## src/rtl/if_agc.sv

```systemverilog
// if_agc: IF-path automatic gain control that holds the windowed output peak at TARGET.
// Define IF_AGC_DC_BLOCK_EN to insert a first-order DC blocker (one extra en-cycle) ahead of the multiplier.
module if_agc #(
    parameter int DW       = 12,
    parameter int GW       = 16,
    parameter int GFRAC    = 12,
    parameter int WIN      = 256,
    parameter int TARGET   = 1024,
    parameter int TOL      = 64,
    parameter int K_ACQ    = 3,
    parameter int K_TRK    = 6,
    parameter int LOCK_CNT = 4
) (
    input  logic                 clk,
    input  logic                 rst,
    input  logic                 en,
    input  logic                 freeze,
    input  logic signed [DW-1:0] in,
    output logic signed [DW-1:0] out,
    output logic [GW-1:0]        gain,
    output logic                 locked
);

    localparam int PW   = DW + GW + 1;
    localparam int CW   = (WIN > 1) ? $clog2(WIN) : 1;
    localparam int LW   = $clog2(LOCK_CNT + 1);
    localparam int S_HI = 2**(DW-1) - 1;
    localparam int S_LO = -(2**(DW-1));

    typedef enum logic {ACQ, TRACK} state_t;

    state_t               state, state_n;
    logic [LW-1:0]        lock_cnt, lock_cnt_n;
    logic [GW-1:0]        gain_n, step, g_dn;
    logic [GW:0]          g_up;
    logic [CW-1:0]        cnt;
    logic [DW-2:0]        run_max, mag, pk;
    logic signed [DW-1:0] x, out_n;
    logic signed [PW-1:0] prod_q, scaled;
    logic                 win_end, in_tol, in_wide;

`ifdef IF_AGC_DC_BLOCK_EN
    localparam int AW = DW + 8;
    logic signed [AW-1:0] acc, diff;
    logic signed [DW-1:0] x_q, x_n;

    // acc tracks 256x the running mean; diff is the DC-free sample before saturation.
    always_comb begin
        diff = AW'(in) - (acc >>> 8);
        if (diff > AW'(S_HI))      x_n = DW'(S_HI);
        else if (diff < AW'(S_LO)) x_n = DW'(S_LO);
        else                       x_n = diff[DW-1:0];
    end

    always_ff @(posedge clk) begin
        if (rst) begin
            acc <= '0;
            x_q <= '0;
        end else if (en) begin
            acc <= acc + diff;
            x_q <= x_n;
        end
    end

    assign x = x_q;
`else
    assign x = in;
`endif

    // Saturating rescale and symmetric magnitude (the most negative code reads as full scale).
    always_comb begin
        scaled = prod_q >>> GFRAC;
        if (scaled > PW'(S_HI))      out_n = DW'(S_HI);
        else if (scaled < PW'(S_LO)) out_n = DW'(S_LO);
        else                         out_n = scaled[DW-1:0];

        if (out == DW'(S_LO))  mag = (DW-1)'(S_HI);
        else if (out[DW-1])    mag = (DW-1)'(-out);
        else                   mag = (DW-1)'(out);

        pk      = (mag > run_max) ? mag : run_max;
        win_end = en && (cnt == CW'(WIN - 1));
        in_tol  = (int'(pk) >= TARGET - TOL) && (int'(pk) <= TARGET + TOL);
        in_wide = (int'(pk) >= TARGET - 4*TOL) && (int'(pk) <= TARGET + 4*TOL);
    end

    always_comb begin
        step = (state == TRACK) ? (gain >> K_TRK) : (gain >> K_ACQ);
        if (step == '0) step = GW'(1);
        g_up = {1'b0, gain} + {1'b0, step};
        g_dn = gain - step;
    end

    always_comb begin
        // NOTE: defaults first so every path assigns every output; a missing branch would infer a latch.
        state_n    = state;
        lock_cnt_n = lock_cnt;
        gain_n     = gain;
        if (win_end && !freeze) begin
            if (int'(pk) > TARGET + TOL)      gain_n = (g_dn == '0) ? GW'(1) : g_dn;
            else if (int'(pk) < TARGET - TOL) gain_n = g_up[GW] ? '1 : g_up[GW-1:0];

            case (state)
                ACQ: begin
                    if (!in_tol) begin
                        lock_cnt_n = '0;
                    end else if (lock_cnt == LW'(LOCK_CNT - 1)) begin
                        state_n    = TRACK;
                        lock_cnt_n = '0;
                    end else begin
                        lock_cnt_n = lock_cnt + LW'(1);
                    end
                end
                TRACK:   if (!in_wide) state_n = ACQ;
                default: state_n = ACQ;
            endcase
        end
    end

    // NOTE: non-blocking assignments in clocked blocks so every register samples pre-edge values.
    always_ff @(posedge clk) begin
        if (rst) begin
            state    <= ACQ;
            lock_cnt <= '0;
            gain     <= GW'(2**GFRAC);
        end else if (en) begin
            state    <= state_n;
            lock_cnt <= lock_cnt_n;
            gain     <= gain_n;
        end
    end

    always_ff @(posedge clk) begin
        if (rst) begin
            prod_q  <= '0;
            out     <= '0;
            cnt     <= '0;
            run_max <= '0;
        end else if (en) begin
            prod_q <= PW'(x) * PW'($signed({1'b0, gain}));
            out    <= out_n;
            if (cnt == CW'(WIN - 1)) begin
                cnt     <= '0;
                run_max <= '0;
            end else begin
                cnt     <= cnt + CW'(1);
                run_max <= pk;
            end
        end
    end

    assign locked = (state == TRACK);

endmodule
```

## config.mk

```make
export PLATFORM = sky130hd
export DESIGN_NAME = if_agc
export DESIGN_NICKNAME = d
export VERILOG_FILES = /design/src/rtl/if_agc.sv
export SDC_FILE = /design/constraint.sdc
export NUM_CORES = 1
export LEC_CHECK = 0
export CORE_ASPECT_RATIO = 1.4
export CORE_MARGIN = 5
export CORE_UTILIZATION = 58
export CTS_CLUSTER_DIAMETER = 50
export CTS_CLUSTER_SIZE = 28
export DETAILED_ROUTE_END_ITERATION = 12
export PLACE_DENSITY = 0.73
export SLEW_MARGIN = 0
export SYNTH_ARGS = -nofsm -noshare
export SYNTH_HDL_FRONTEND = slang
export SYNTH_SLANG_ARGS = --single-unit
```

## constraint.sdc

```tcl
create_clock -name clk -period 14.5 [get_ports clk]
set_input_delay 2.9 -clock clk [delete_from_list [all_inputs] [get_ports clk]]
set_output_delay 2.9 -clock clk [all_outputs]
set_load 0.05 [all_outputs]
```

==> flow_metrics.env <==
export IMPL_cts_root_buffer="clkbuf_16"
export IMPL_die_h_um=173
export IMPL_hold_path_class="reg2reg"
export IMPL_drv_cap=0
export IMPL_cts_buffer_depth=2
export IMPL_holdBufCountCts=0
export IMPL_holdPathStages=2
export IMPL_crit_arrival_ps=8950
export IMPL_finalSetupTns_ps=0
export IMPL_finalCoreUtilization_pct=63.6
export IMPL_ys_types=69
export IMPL_start_kind="primary input"
export IMPL_drv_slew=0
export IMPL_drcViolationCount=0
export IMPL_r2r_start="gain[3]$_SDFFE_PP0P_"
export IMPL_antenna_found_initial=0
export IMPL_portBuffers=44
export IMPL_numCtsBuffers=9
export IMPL_rows=59
export IMPL_drt_total_wl_um=26300
export IMPL_core_area_um2=18700
export IMPL_min_period_over_period_pct=60.3
export IMPL_die_w_um=127
export IMPL_post_cts_buffers=0
export IMPL_ys_seq_area_share_pct=12.3
export IMPL_crit_fanout=16
export IMPL_powerDensity_nw_per_um2=56.8
export IMPL_grt_usage_pct=24.4
export IMPL_grt_pass1_vias=9283
export IMPL_cts_resized=0
export IMPL_ys_ff_latch=68
export IMPL_timing_slew_headroom_pct=11.5
export IMPL_syn_area_um2=11000
export IMPL_worstReg2RegEnd="prod_q[28]$_SDFFE_PP0P_"
export IMPL_ant_nets=0
export IMPL_whs_ps=470
export IMPL_hold_viol_final=0
export IMPL_p_leak_nw=5.59
export IMPL_place_hpwl_um=20700
export IMPL_hold_end="lock_cnt[1]$_SDFFE_PP0P_"
export IMPL_max_slew_worst_pin_slew_ps=1310
export IMPL_place_area_um2=11600
export IMPL_drive_gt1_share_pct=2.95
export IMPL_grt_max_degree=69
export IMPL_synth_area_leaders="fa_1, ha_1, dfxtp_1"
export IMPL_syn_inst=1349
export IMPL_hp_start="lock_cnt[1]$_SDFFE_PP0P_"
export IMPL_place_congestion=0.898
export IMPL_nNetsFinal=1630
export IMPL_reg2reg_depth=20
export IMPL_num_vias=9204
export IMPL_async_flop_share_pct=0
export IMPL_design_area_um2=11900
export IMPL_power_uw=676
export IMPL_io_pin_count=45
export IMPL_synth_avg_cell_area_um2=8.18
export IMPL_yosysTopAreaCellShare_pct=25.6
export IMPL_fmax_mhz=114
export IMPL_areaGrowthSynthToFinish_pct=7.79
export IMPL_cts_tree="yes"
export IMPL_clk_latency_ps=340
export IMPL_finClkSkew_ps=7.33
export IMPL_crit_path_end_kind="register"
export IMPL_dieArea_um2=21900
export IMPL_synth_top_area_cell="fa_1"
export IMPL_synth_edf_count=0
export IMPL_peakVddDrop_v=0.0000834
export IMPL_rsz0062_at_grt="no"
export IMPL_drt_first_pass_iters=5
export IMPL_start_util_pct=59.0
export IMPL_antenna_cells=0
export IMPL_crit_type="in2reg"
export IMPL_yosysWarnings=0
export IMPL_r2r_setup_slack_ps=8380
export IMPL_cts_sinks=68
export IMPL_via_per_inst=5.75
export IMPL_grt_overflow=0
export IMPL_worstPathRequired_ps=14700
export IMPL_clkTransAtPathRegs_ps=60
export IMPL_setup_viol=0
export IMPL_wire_per_inst_um=16.5
export IMPL_synth_nets=1627
export IMPL_grt_first_pass_wirelength_um=44500
export IMPL_h_tree_depth=3
export IMPL_layout_min_cycle_time_ps=8750
export IMPL_initialDrtViolationCount=412
export IMPL_status="finished, final reports clean"
export IMPL_synth_ff_type="dfxtp_1"
==> Yosys cell counts (9+ instances only) <==
cell type / number
inv_1: 220
nand2_1: 158
fa_1: 141
ha_1: 121
nor2_1: 102
a21oi_1: 68
dfxtp_1: 68
and2_1: 64
clkbuf_1: 52
mux2i_1: 29
xnor2_1: 27
nand2b_1: 26
o21ai_0: 26
nor3_1: 20
o211ai_1: 19
nand3_1: 16
nand4_1: 12
xor2_1: 12
a211oi_1: 10
a22oi_1: 10
o21a_1: 10
a21o_1: 9
==> placed cells by master (no fill, tap or decap), types with 27 or more instances in the layout <==
master and instances:
mux2i_1 29, and2_1 64, nor2_1 102, a21oi_1 68, clkdlybuf4s50_1 42, inv_1 220, nand2_1 158, ha_1 121
dfxtp_1 68, fa_1 141, xnor2_1 27
==> cells by family after synthesis <==
kind of cell,after synthesis,synth area share (%)
DFF,68,12.3
xor gates and xnor gates,39,3.10
and+or+nand+nor,450,19.6
muxes,30,2.73
AOI/OAI and AO/OA,219,13.1
buffers and inverters,281,9.79
adders and majority gates,262,39.3
==> critical path, cell delays in order <==
cell,delay (ps)
clkdlybuf4s50_1,800
and2_1,380
fa_1,530
inv_1,50
fa_1,480
inv_1,60
fa_1,510
fa_1,520
fa_1,510
ha_1,340
a21o_1,210
a21oi_1,300
and3_1,230
a21oi_1,90
o21ai_0,250
a31oi_1,220
a211oi_1,300
xnor2_1,100
mux2i_1,140
nor2_1,50
==> where the power goes <==
group          switching (mW)  leakage, nW  internal, mW
registers              0.0137        0.554         0.199
logic                   0.144         4.89        0.0881
clock network          0.0945        0.149         0.136
total                   0.253         5.59         0.423
==> how the worst max path moves through the flow <==
stage	slack, ps	end	from
floorplan	6510	prod_q[27]$_SDFFE_PP0P_	in[11]
global placement	5480	prod_q[27]$_SDFFE_PP0P_	in[4]
detailed placement	5350	prod_q[28]$_SDFFE_PP0P_	in[5]
CTS	5720	prod_q[28]$_SDFFE_PP0P_	in[5]
global route	5410	prod_q[28]$_SDFFE_PP0P_	in[5]
finish	5750	prod_q[28]$_SDFFE_PP0P_	in[8]
==> layout make-up <==
| class | count | area [um^2] |
|---|---|---|
| inverter | 221 | 830 |
| fill | 1619 | 6790 |
| timing repair buffer | 52 | 490 |
| clock buffer | 9 | 225 |
| clock inverter | 7 | 83.8 |
| sequential | 68 | 1360 |
| tap | 244 | 305 |
| multi-input combinational | 1000 | 8590 |
==> metrics by stage <==
stage                     cells  setup WS (ps)
after floorplan            1349           6510
after global placement     1585           5480
after detailed placement   1585           5350
after CTS                  1601           5720
after global routing       1601           5410
final                      1601           5750
==> per-layer routing <==
metal	track usage [%]	vias up	part of all wire (%)
li1	-	4402	-
met1	30.5	4510	41
met2	43.3	238	52
met3	3.55	54	4.1
met4	7.56	0	2.9
met5	0	-	0
==> registers in the layout, summed over array words and instances (netlist names) <==
signal	cells
prod_q	17
gain	16
out	12
run_max	11
cnt	8
lock_cnt	3
locked	1
(Power assumes the default switching activity.)
